$ cat src/rtl/iccm_port_arbiter_if.sv
// ----------------------------------------------------------------------------
// iccm_port_arbiter_if
//
// Purpose:
//   Bundles every signal of the ICCM port arbiter except clock and reset:
//   the boot-loader write stream, the instruction-fetch read port and the
//   single-port ICCM macro interface.
//
// Modports:
//   slave  : the arbiter's view (loader/fetch/memory-return signals in,
//            grants, read data, hold/overflow flags and memory strobes out)
//   master : the environment's view (the mirror image of slave)
//
// Signal summary:
//   prog_we_i / prog_addr_i / prog_wdata_i : loader word write, no ready
//   prog_done_i                            : end-of-image pulse
//   prog_overflow_o                        : sticky dropped-write flag
//   core_hold_o                            : hold core in reset while loading
//   fetch_req_i / fetch_addr_i             : fetch read request
//   fetch_gnt_o                            : fetch read accepted
//   fetch_rdata_o / fetch_rvalid_o         : fetch read return
//   mem_req_o / mem_we_o / mem_addr_o /
//   mem_wdata_o                            : ICCM access
//   mem_rdata_i / mem_rvalid_i             : ICCM read return (1-cycle latency)
// ----------------------------------------------------------------------------
interface iccm_port_arbiter_if #(
    parameter int AW = 12,
    parameter int DW = 32
);
    logic          prog_we_i;
    logic [AW-1:0] prog_addr_i;
    logic [DW-1:0] prog_wdata_i;
    logic          prog_done_i;
    logic          prog_overflow_o;
    logic          core_hold_o;
    logic          fetch_req_i;
    logic [AW-1:0] fetch_addr_i;
    logic          fetch_gnt_o;
    logic [DW-1:0] fetch_rdata_o;
    logic          fetch_rvalid_o;
    logic          mem_req_o;
    logic          mem_we_o;
    logic [AW-1:0] mem_addr_o;
    logic [DW-1:0] mem_wdata_o;
    logic [DW-1:0] mem_rdata_i;
    logic          mem_rvalid_i;

    modport slave (
        input  prog_we_i, prog_addr_i, prog_wdata_i, prog_done_i,
        input  fetch_req_i, fetch_addr_i,
        input  mem_rdata_i, mem_rvalid_i,
        output prog_overflow_o, core_hold_o,
        output fetch_gnt_o, fetch_rdata_o, fetch_rvalid_o,
        output mem_req_o, mem_we_o, mem_addr_o, mem_wdata_o
    );

    modport master (
        output prog_we_i, prog_addr_i, prog_wdata_i, prog_done_i,
        output fetch_req_i, fetch_addr_i,
        output mem_rdata_i, mem_rvalid_i,
        input  prog_overflow_o, core_hold_o,
        input  fetch_gnt_o, fetch_rdata_o, fetch_rvalid_o,
        input  mem_req_o, mem_we_o, mem_addr_o, mem_wdata_o
    );
endinterface

$ cat src/rtl/iccm_port_arbiter.sv
// ----------------------------------------------------------------------------
// iccm_port_arbiter
//
// Purpose:
//   Shares the single-port ICCM between the UART boot-loader write stream and
//   instruction-fetch reads. Loader writes cannot be back-pressured, so they
//   are queued in a small FIFO. One ICCM access is issued per cycle: fetch
//   reads win whenever the FIFO is empty, and otherwise once the starvation
//   counter shows STARVE_LIMIT consecutive write grants taken while a fetch
//   was waiting. A small mode FSM keeps the core held in reset while an image
//   is loaded and drained into the ICCM.
//
// Ports:
//   clock : system clock
//   reset : synchronous, active-high reset
//   bus   : iccm_port_arbiter_if.slave (loader, fetch and ICCM signals)
//
// Parameters:
//   AW           : ICCM word-address width
//   DW           : data width
//   FIFO_DEPTH   : loader write FIFO entries (power of 2, >= 2)
//   STARVE_LIMIT : max consecutive write grants while a fetch waits (>= 1)
// ----------------------------------------------------------------------------
module iccm_port_arbiter #(
    parameter int AW           = 12,
    parameter int DW           = 32,
    parameter int FIFO_DEPTH   = 4,
    parameter int STARVE_LIMIT = 8
) (
    input  logic                   clock,
    input  logic                   reset,
    iccm_port_arbiter_if.slave     bus
);

    localparam int PW = $clog2(FIFO_DEPTH);
    localparam int CW = PW + 1;
    localparam int SW = $clog2(STARVE_LIMIT + 1);

    typedef enum logic [1:0] {
        ST_RUN   = 2'd0,
        ST_PROG  = 2'd1,
        ST_DRAIN = 2'd2
    } state_t;

    // ------------------------------------------------------------------
    // State
    // ------------------------------------------------------------------
    logic [AW-1:0] r_fifo_addr [FIFO_DEPTH];
    logic [DW-1:0] r_fifo_data [FIFO_DEPTH];
    logic [PW-1:0] r_wptr;
    logic [PW-1:0] r_rptr;
    logic [CW-1:0] r_count;
    logic [SW-1:0] r_starve;
    logic          r_rd_pend;
    logic          r_overflow;
    logic          r_hold;
    state_t        r_state;

    // ------------------------------------------------------------------
    // Arbitration and FIFO control
    // ------------------------------------------------------------------
    logic w_empty;
    logic w_full;
    logic w_wr_req;
    logic w_rd_req;
    logic w_starved;
    logic w_rd_gnt;
    logic w_wr_gnt;
    logic w_push;
    logic w_drop;
    logic w_rvalid;

    assign w_empty   = (r_count == '0);
    assign w_full    = (r_count == CW'(FIFO_DEPTH));
    assign w_wr_req  = !w_empty;
    assign w_rd_req  = bus.fetch_req_i;
    assign w_starved = (r_starve == SW'(STARVE_LIMIT));

    // Nothing is granted while reset is asserted, so no stale FIFO entry or
    // fetch can reach the ICCM during a mid-operation reset.
    assign w_rd_gnt = !reset && w_rd_req && (!w_wr_req || w_starved);
    assign w_wr_gnt = !reset && w_wr_req && !w_rd_gnt;

    // A full FIFO still accepts a push when the head is popped in the same
    // cycle; only a push into a full FIFO with no pop is lost.
    assign w_push = !reset && bus.prog_we_i && (!w_full || w_wr_gnt);
    assign w_drop = bus.prog_we_i && w_full && !w_wr_gnt;

    // Returns are only forwarded for reads this block actually issued.
    assign w_rvalid = !reset && bus.mem_rvalid_i && r_rd_pend;

    // ------------------------------------------------------------------
    // FIFO storage (data only, no reset needed)
    // ------------------------------------------------------------------
    always_ff @(posedge clock) begin
        if (w_push) begin
            r_fifo_addr[r_wptr] <= bus.prog_addr_i;
            r_fifo_data[r_wptr] <= bus.prog_wdata_i;
        end
    end

    // ------------------------------------------------------------------
    // FIFO pointers, starvation counter, pending read, overflow flag
    // ------------------------------------------------------------------
    always_ff @(posedge clock) begin
        if (reset) begin
            r_wptr     <= '0;
            r_rptr     <= '0;
            r_count    <= '0;
            r_starve   <= '0;
            r_rd_pend  <= 1'b0;
            r_overflow <= 1'b0;
        end else begin
            if (w_push) begin
                r_wptr <= r_wptr + PW'(1);
            end
            if (w_wr_gnt) begin
                r_rptr <= r_rptr + PW'(1);
            end
            case ({w_push, w_wr_gnt})
                2'b10:   r_count <= r_count + CW'(1);
                2'b01:   r_count <= r_count - CW'(1);
                default: r_count <= r_count;
            endcase

            // Counts write grants taken while a fetch is waiting; any fetch
            // grant or an idle fetch port restarts the count.
            if (w_rd_gnt || !w_rd_req) begin
                r_starve <= '0;
            end else if (w_wr_gnt && !w_starved) begin
                r_starve <= r_starve + SW'(1);
            end

            // A new grant keeps the flag set even when the previous read
            // returns in the same cycle (back-to-back reads).
            if (w_rd_gnt) begin
                r_rd_pend <= 1'b1;
            end else if (bus.mem_rvalid_i) begin
                r_rd_pend <= 1'b0;
            end

            if (w_drop) begin
                r_overflow <= 1'b1;
            end
        end
    end

    // ------------------------------------------------------------------
    // Mode FSM with registered core hold
    // ------------------------------------------------------------------
    // The hold follows the transition into PROG in the same edge, and is
    // kept for one more cycle after returning to RUN so the core is only
    // released once the ICCM is fully quiet.
    always_ff @(posedge clock) begin
        if (reset) begin
            r_state <= ST_RUN;
            r_hold  <= 1'b0;
        end else begin
            case (r_state)
                ST_RUN: begin
                    if (bus.prog_we_i) begin
                        r_state <= ST_PROG;
                        r_hold  <= 1'b1;
                    end else begin
                        r_hold  <= 1'b0;
                    end
                end
                ST_PROG: begin
                    r_hold <= 1'b1;
                    if (bus.prog_done_i) begin
                        r_state <= ST_DRAIN;
                    end
                end
                ST_DRAIN: begin
                    r_hold <= 1'b1;
                    if (bus.prog_we_i) begin
                        r_state <= ST_PROG;
                    end else if (w_empty && !r_rd_pend) begin
                        r_state <= ST_RUN;
                    end
                end
                default: begin
                    r_state <= ST_RUN;
                    r_hold  <= 1'b0;
                end
            endcase
        end
    end

    // ------------------------------------------------------------------
    // Outputs
    // ------------------------------------------------------------------
    always_comb begin
        bus.mem_req_o   = w_rd_gnt || w_wr_gnt;
        bus.mem_we_o    = w_wr_gnt;
        bus.mem_addr_o  = '0;
        bus.mem_wdata_o = '0;
        if (w_wr_gnt) begin
            bus.mem_addr_o  = r_fifo_addr[r_rptr];
            bus.mem_wdata_o = r_fifo_data[r_rptr];
        end else if (w_rd_gnt) begin
            bus.mem_addr_o  = bus.fetch_addr_i;
        end
    end

    assign bus.fetch_gnt_o     = w_rd_gnt;
    assign bus.fetch_rvalid_o  = w_rvalid;
    assign bus.fetch_rdata_o   = w_rvalid ? bus.mem_rdata_i : '0;
    assign bus.prog_overflow_o = r_overflow;
    assign bus.core_hold_o     = r_hold;

endmodule

$ cat src/flat_wrapper.sv
// flat-port wrapper written by rule: the top's interface ports become plain ports
module iccm_port_arbiter_flat 
#(
    parameter int AW           = 12,
    parameter int DW           = 32,
    parameter int FIFO_DEPTH   = 4,
    parameter int STARVE_LIMIT = 8
)
  (clock, reset, bus_prog_we_i, bus_prog_addr_i, bus_prog_wdata_i, bus_prog_done_i, bus_fetch_req_i, bus_fetch_addr_i, bus_mem_rdata_i, bus_mem_rvalid_i, bus_prog_overflow_o, bus_core_hold_o, bus_fetch_gnt_o, bus_fetch_rdata_o, bus_fetch_rvalid_o, bus_mem_req_o, bus_mem_we_o, bus_mem_addr_o, bus_mem_wdata_o);
  iccm_port_arbiter_if #(.AW(AW), .DW(DW)) bus_i ();
  input  logic clock;
  input  logic reset;
  input wire logic [$bits(bus_i.prog_we_i)-1:0] bus_prog_we_i;
  input wire logic [$bits(bus_i.prog_addr_i)-1:0] bus_prog_addr_i;
  input wire logic [$bits(bus_i.prog_wdata_i)-1:0] bus_prog_wdata_i;
  input wire logic [$bits(bus_i.prog_done_i)-1:0] bus_prog_done_i;
  input wire logic [$bits(bus_i.fetch_req_i)-1:0] bus_fetch_req_i;
  input wire logic [$bits(bus_i.fetch_addr_i)-1:0] bus_fetch_addr_i;
  input wire logic [$bits(bus_i.mem_rdata_i)-1:0] bus_mem_rdata_i;
  input wire logic [$bits(bus_i.mem_rvalid_i)-1:0] bus_mem_rvalid_i;
  output wire logic [$bits(bus_i.prog_overflow_o)-1:0] bus_prog_overflow_o;
  output wire logic [$bits(bus_i.core_hold_o)-1:0] bus_core_hold_o;
  output wire logic [$bits(bus_i.fetch_gnt_o)-1:0] bus_fetch_gnt_o;
  output wire logic [$bits(bus_i.fetch_rdata_o)-1:0] bus_fetch_rdata_o;
  output wire logic [$bits(bus_i.fetch_rvalid_o)-1:0] bus_fetch_rvalid_o;
  output wire logic [$bits(bus_i.mem_req_o)-1:0] bus_mem_req_o;
  output wire logic [$bits(bus_i.mem_we_o)-1:0] bus_mem_we_o;
  output wire logic [$bits(bus_i.mem_addr_o)-1:0] bus_mem_addr_o;
  output wire logic [$bits(bus_i.mem_wdata_o)-1:0] bus_mem_wdata_o;
  assign bus_i.prog_we_i = bus_prog_we_i;
  assign bus_i.prog_addr_i = bus_prog_addr_i;
  assign bus_i.prog_wdata_i = bus_prog_wdata_i;
  assign bus_i.prog_done_i = bus_prog_done_i;
  assign bus_i.fetch_req_i = bus_fetch_req_i;
  assign bus_i.fetch_addr_i = bus_fetch_addr_i;
  assign bus_i.mem_rdata_i = bus_mem_rdata_i;
  assign bus_i.mem_rvalid_i = bus_mem_rvalid_i;
  assign bus_prog_overflow_o = bus_i.prog_overflow_o;
  assign bus_core_hold_o = bus_i.core_hold_o;
  assign bus_fetch_gnt_o = bus_i.fetch_gnt_o;
  assign bus_fetch_rdata_o = bus_i.fetch_rdata_o;
  assign bus_fetch_rvalid_o = bus_i.fetch_rvalid_o;
  assign bus_mem_req_o = bus_i.mem_req_o;
  assign bus_mem_we_o = bus_i.mem_we_o;
  assign bus_mem_addr_o = bus_i.mem_addr_o;
  assign bus_mem_wdata_o = bus_i.mem_wdata_o;
  iccm_port_arbiter #(.AW(AW), .DW(DW), .FIFO_DEPTH(FIFO_DEPTH), .STARVE_LIMIT(STARVE_LIMIT)) u_core (.clock(clock), .reset(reset), .bus(bus_i));
endmodule
$ cat config.mk
export PLATFORM = sky130hd
export DESIGN_NAME = iccm_port_arbiter_flat
export DESIGN_NICKNAME = d
export VERILOG_FILES = /design/src/rtl/iccm_port_arbiter_if.sv /design/src/rtl/iccm_port_arbiter.sv /design/src/flat_wrapper.sv
export SDC_FILE = /design/constraint.sdc
export NUM_CORES = 1
export LEC_CHECK = 0
export ABC_AREA = 1
export CORE_UTILIZATION = 40
export CTS_CLUSTER_DIAMETER = 120
export DETAILED_ROUTE_END_ITERATION = 12
export GPL_ROUTABILITY_DRIVEN = 0
export GPL_TIMING_DRIVEN = 0
export PLACE_DENSITY = 0.66
export SLEW_MARGIN = 20
export SYNTH_ARGS = -nofsm -noshare
export SYNTH_HDL_FRONTEND = slang
export SYNTH_SLANG_ARGS = --single-unit
$ cat constraint.sdc
create_clock -name clock -period 6.8 [get_ports clock]
set_input_delay 1.36 -clock clock [delete_from_list [all_inputs] [get_ports clock]]
set_output_delay 1.36 -clock clock [all_outputs]
set_load 0.01 [all_outputs]
==> impl_results.md, run 1 <==
- Status: complete, no violations
- CTS tree: done
- Mapped Area: between 8000 and 9000 um^2
- Mapped Nets: 811
- Critical path's top delay family: buffers and inverters
- Vias: 5765
- Crit path capture: bus_mem_wdata_o[24]
- Post-route DRC: 0
- Detailed Route Iter0 Violations: 374
- Synth cell types: 30
- Reg2reg start: u_core.r_starve[0]$_SDFFE_PP0P_
- Final worst path period share: 0.713
- Post-Place Cells: 1153
- Sum of negative setup slack: 0 ns
- CTS H-tree lvls: 4
- Inserted Clock Buffers: 17
- Site Rows: 51
- Cells after synthesis: 705
- Worst-margin pin slew: 0.598 ns
- Crit start category: input port
- Clock-pin slew on the worst setup and hold paths: 0.07 ns
- DRT antenna net count: 0
- RR Endpoint: u_core.r_fifo_data[3][7]$_DFFE_PP_
- Cells on Worst Hold Path: 1
- CTS resizes: 0
- Leak: 3.96 nW
- Max Cap Viol: 0
- Reg2Reg Setup Slack: 4.31 ns
- Die Ht: about 140 um
- CP peak stage delay: roughly 0.63 ns
- Vias in the first global route: 5688
- Ports: 176
- Slew Limit Fails: 0
- Final WL: 19100 um
- Ant. Diodes: 0
- Worst IR Drop VDD: 0.171 mV
- Final hold vios: 0
- Total congestion overflow: 0
- Clock Latency Late Sink: 0.43 ns
- Total GRT Usage: 0.191
- Power Density: ~260 nW/um^2
- Drt wl/cell: 16.1 um
- Drt via density: 4.86
- Cell area after layout: around 11000 um^2
- Final net count: 1013
- CTS root buffer: clkbuf_16
- Starting density of the core: 0.411
- CP startpoint: reset
- # setup viols final: 0
- Worst Setup End Kind: output pin
- Post-synthesis sequential area ratio: 0.701
- Place WS: approximately 1.9 ns
- Buf/Inv on CP: 4
- Crit path max-delay cell type: clkdlybuf4s50_1
- Seq cells post-synth: slightly below 200
- Largest net degree at the start of global routing: 24
- Skew final: around 0.0054 ns
- First-pass iteration count of the detailed router: 5
- Ratio of cells with drive above 1 in the final layout: 0.0837
- Total setup buffers inserted after CTS: 0
- DP HPWL: around 13000 um
- Worst path cell trace: clkdlybuf4s50_1 > nor2_1 > nand2_2 > nand2_2 > buf_6 > buf_2 > a21oi_1 > clkdlybuf4s50_1
- Worst setup margin: 1.95 ns
- Hold Path Class: flip-flop to flip-flop
- Cell count along the critical path: 8
- Mean post-synth cell area: 11.4 um^2
- Fmax: 206 MHz
- Hold buffers post-CTS: 0
- PortBufs: 175
- Longest Clk Path Bufs: 2
- Critical path arrival: roughly 3.5 ns
- Die Area: 20700 um^2
- Worst slew margin: 0.601
- FF-to-FF path depth: 12
- Area Growth Syn to Fin: 35.7%
- Setup CP Type: input port to output pin
- Worst EP required: 5.44 ns
- # clock sinks: between 150 and 200
- Power Total: 2.83 mW
- Max FO, Critical Path: 10
- Core Box Area: 19600 um^2
- Tmin final: 4.85 ns
- Yosys Warn Count: 0
- DP Area: slightly above 10000 um^2
- Global-route wire length before repair: 28900 um
- Initial antenna violation count: 0
- Die width: 144 um
- RSZ-0062 raised after global routing: no
- FILL cells: around 1700
- Finished Layout Cells: 1185
-- routing by layer --
metal	GRT usage	up-vias	wire (um)
met1	0.227	2727	8080
met4	0.0588	0	123
met3	0.0480	11	1320
met5	0	-	0
met2	0.338	199	9560
li1	-	2828	-
-- cell families after synthesis --
kind of cell | Yosys count | share of synthesized area
buffers and inverters | 101 | 0.0511
and+or+nand+nor | 233 | 0.116
DFF | 194 | 0.701
adders and majority gates | 12 | 0.0196
AOI/OAI and AO/OA | 163 | 0.110
xor gates and xnor gates | 2 | 0.00218
-- worst min-delay path by stage --
stage	slack, ns	to	start
after floorplan	0.41	flip-flop	u_core.r_rptr[1]$_SDFFE_PP0P_
after global placement	0.43	flip-flop	u_core.r_rptr[1]$_SDFFE_PP0P_
after detailed placement	0.44	u_core.r_rptr[1]$_SDFFE_PP0P_	u_core.r_rptr[1]$_SDFFE_PP0P_
after CTS	0.45	u_core.r_rptr[1]$_SDFFE_PP0P_	u_core.r_rptr[1]$_SDFFE_PP0P_
after global routing	0.46	flip-flop	u_core.r_rptr[1]$_SDFFE_PP0P_
final	0.44	u_core.r_rptr[1]$_SDFFE_PP0P_	u_core.r_rptr[1]$_SDFFE_PP0P_
-- worst reg2reg max path, stage by stage (launching register included) --
cell and delay, ns:
dfxtp_1 0.37, inv_1 0.06, ha_1 0.18, nand3_1 0.11, nand2_2 0.06, nand2_2 0.09
nand2_2 0.07, buf_6 0.16, nand2_4 0.07, nand2_2 0.16, nor2_4 0.43, buf_16 0.21
buf_12 0.20
-- final cells by class --
class / count / area [um^2] / area share
Sequential cell: 194 / 5650 / 0.517
Buffer: 38 / 175 / 0.0160
Inverter: 63 / 236 / 0.0216
Multi-Input combinational cell: 410 / 2030 / 0.186
Timing Repair Buffer: 183 / 1940 / 0.178
Clock buffer: 17 / 425 / 0.0389
Tap cell: 265 / 332 / 0.0303
Clock inverter: 15 / 143 / 0.0131
-- flip-flops by register name, indices dropped and copies added (netlist names), named ones only --
signal and count:
u_core.bus.core_hold_o 1, u_core.bus.prog_overflow_o 1, u_core.r_count 3, u_core.r_fifo_addr 48, u_core.r_fifo_data 128, u_core.r_rd_pend 1
u_core.r_rptr 2, u_core.r_starve 4, u_core.r_state 2, u_core.r_wptr 2
-- placed cells by master (no fill, tap or decap), types with 11 or more instances in the layout --
master and n:
dfxtp_1 18, a21oi_1 39, nor2_1 199, clkdlybuf4s50_1 175
clkbuf_1 17, clkbuf_16 17, ha_1 11, a22o_1 12
inv_1 60, edfxtp_1 176, o22ai_1 12, o21ai_0 93
buf_2 17
-- power breakdown --
part	total (mW)	switching, mW	internal, mW
sequential	1.36	0.0180	1.35
combinational	0.515	0.286	0.230
clock	0.953	0.466	0.487
total	2.83	0.769	2.06
-- stage by stage --
stage	utilization	hold WS, ns
floorplan	-	0.412
global route	0.558	0.462
detailed placement	0.529	0.438
global placement	0.517	0.425
finish	0.558	0.442
CTS	0.558	0.450
-- synthesized netlist by cell type, drive strengths merged --
library cell / count / share of area
a21oi: 40 / 0.025
a22o: 12 / 0.013
a31oi: 2 / 0.0016
buf: 21 / 0.014
clkbuf: 17 / 0.0079
dfxtp: 18 / 0.045
edfxtp: 176 / 0.66
fa: 1 / 0.0025
ha: 11 / 0.017
inv: 63 / 0.029
nand2: 16 / 0.010
nand3: 10 / 0.0068
nand4: 2 / 0.0016
nor2: 205 / 0.097
o211ai: 1 / 0.00093
o21ai: 95 / 0.059
o21bai: 1 / 0.00093
o22ai: 12 / 0.0093
xnor2: 1 / 0.0011
xor2: 1 / 0.0011
(Power assumes the default switching activity.)
==> run 2, diff against run 1 <==
Clock period 6.8 ns to 4.7 ns, I/O delays scaled along.
==> results of run 2 <==
Same layout as run 1 (identical final DEF). Status: complete, no violations.
Main changes from that run: setup slack after placement 1.93 ns -> 0.670 ns; setup slack after layout 1.95 ns -> 0.693 ns; register-to-register setup slack 4.31 ns -> 2.21 ns; total power 2.83 mW -> 4.10 mW; worst IR drop on VDD 0.171 mV -> 0.248 mV
==> run 3, diff against run 2 <==
Settings changed: CORE_MARGIN set to 8.
==> run 3 against run 2 <==
Effect of this change: utilization fell by 0.78 points; critical path depth did not move; sequential cell count did not move; clock power rose by 4%; hold slack improved by 0.014 ns; global-route usage fell by 2.4 points; register-to-register slack got worse by 0.12 ns.
==> impl_results.md, run 3 (synthesis results as in run 1) <==
- Die width: 158 um
- Skew final: 0.0150 ns
- Final hold vios: 0
- Worst IR Drop VDD: around 0.29 mV
- Most common cell after layout, fill and taps aside: nor2_1
- CTS tree: done
- CTS resizes: 0
- Detailed Route Iter0 Violations: around 380
- Crit start category: input port
- PortBufs: 175
- Cell area after layout: 11000 um^2
- Status: complete, no violations
- DRT antenna net count: 0
- Commonest cells after routing, fill and taps aside: nor2_1 (199), edfxtp_1 (176), clkdlybuf4s50_1 (175)
- RSZ-0062 raised after global routing: no
- DP Area: 10400 um^2
- Worst setup margin: 0.700 ns
- Post-route DRC: 0
- Global-route wire length before repair: 31400 um
- Final core utilization: 0.550
- CTS H-tree lvls: 4
- Leak: 3.99 nW
- Max reg flops: roughly 130
- First-pass iteration count of the detailed router: 5
- DP HPWL: ~14000 um
- Vias in the first global route: 6050
- Final WL: around 20000 um
- Largest Register: u_core.r_fifo_data
- Ratio of cells with drive above 1 in the final layout: 0.0826
- Top Registers: u_core.r_fifo_data (128), u_core.r_fifo_addr (48), u_core.r_starve (4)
- Drt wl/cell: 17.0 um
- Largest net degree at the start of global routing: 22
- Buf/Inv on CP: 4
- Longest Clk Path Bufs: 2
- Final worst path period share: 0.851
- Hold buffers post-CTS: 0
- Power Total: 4.17 mW
- Site Rows: 52
- Worst EP required: 3.76 ns
- Critical path's top delay family: buffers and inverters
- Ports: 176
- Max Cap Viol: 0
- Worst slew margin: 0.606
- Worst path cell trace: clkdlybuf4s50_1 > nor2_1 > nand2_2 > nand2_2 > buf_6 > buf_2 > a21oi_1 > clkdlybuf4s50_1
- Drt via density: 4.87
- Tmin final: 4.00 ns
- Worst-margin pin slew: 0.589 ns
- # clock sinks: 194
- Critical path arrival: 3.06 ns
- Sum of negative setup slack: 0 ns
- Core Box Area: about 20000 um^2
- Starting density of the core: 0.403
- CTS root buffer: clkbuf_16
- Vias: 5800
- Clock-pin slew on the worst setup and hold paths: 0.07 ns
- Initial antenna violation count: 2
- Slew Limit Fails: 0
- Total GRT Usage: 0.167
- # setup viols final: 0
- Inserted Clock Buffers: 17
- Die Area: 24900 um^2
- Crit path max-delay cell type: clkdlybuf4s50_1
- Clock Latency Late Sink: 0.43 ns
- Place WS: around 0.7 ns
- Worst Setup End Kind: output pin
- Area Growth Syn to Fin: 36.4%
- CP peak stage delay: 0.64 ns
- Total setup buffers inserted after CTS: 0
- Max FO, Critical Path: 10
- Fmax: 250 MHz
- Power Density: 380 nW/um^2
- Hold Path Class: flip-flop to flip-flop
- Final net count: just over 1000
- Setup CP Type: input port to output pin
- Total congestion overflow: 0
- Die Ht: 158 um
-- run 3: changes by cell type in the layout (fill, tap and decap cells not counted), sizes merged --
| cell | delta |
|---|---|
| inv | -1 |
| clkbuf | +4 |
| diode | +1 |
| clkinvlp | -2 |
| clkinv | -1 |
-- run 3: cell type report --
| class | count | area [um^2] |
|---|---|---|
| buffer | 38 | 175 |
| timing repair buffer | 183 | 1960 |
| inverter | 63 | 236 |
| clock inverter | 11 | 109 |
| clock buffer | 21 | 493 |
| multi-input combinational | 410 | 2030 |
| fill | 1746 | 8990 |
| sequential | 194 | 5650 |
| antenna | 1 | 2.50 |
| tap | 270 | 338 |
-- run 3: final timing paths --
| kind | from | to | slack, ns | cells past startpoint |
|---|---|---|---|---|
| worst max-delay path | reset | bus_mem_wdata_o[10] | 0.70 | 8 |
| worst min-delay path | u_core.r_rptr[1]$_SDFFE_PP0P_ | u_core.r_rptr[1]$_SDFFE_PP0P_ | 0.46 | 1 |
| worst max register to register | u_core.r_starve[0]$_SDFFE_PP0P_ | u_core.r_fifo_data[0][11]$_DFFE_PP_ | 2.09 | 12 |
| worst min register to register | u_core.r_rptr[1]$_SDFFE_PP0P_ | u_core.r_rptr[1]$_SDFFE_PP0P_ | 0.46 | 1 |
-- run 3: per-layer routing --
layer	track usage	up-vias	share of wire	wire length (um)
met4	0.0535	2	0.013	274
met3	0.0663	21	0.098	1980
met2	0.285	231	0.49	9850
met1	0.188	2714	0.40	8190
li1	-	2832	-	-
met5	0	-	0.00039	8
-- run 3: metrics by stage --
step | hold WS (ns) | instances
finish | 0.457 | 1191
global route | 0.485 | 1191
CTS | 0.462 | 1190
detailed placement | 0.453 | 1158
global placement | 0.427 | 1150
floorplan | 0.412 | 705
-- run 3: power by group --
group | leakage, nW | switching [mW] | total (mW) | internal (mW)
sequential | 1.75 | 0.0256 | 1.97 | 1.95
clock | 0.300 | 0.659 | 1.44 | 0.780
combinational | 1.95 | 0.421 | 0.755 | 0.334
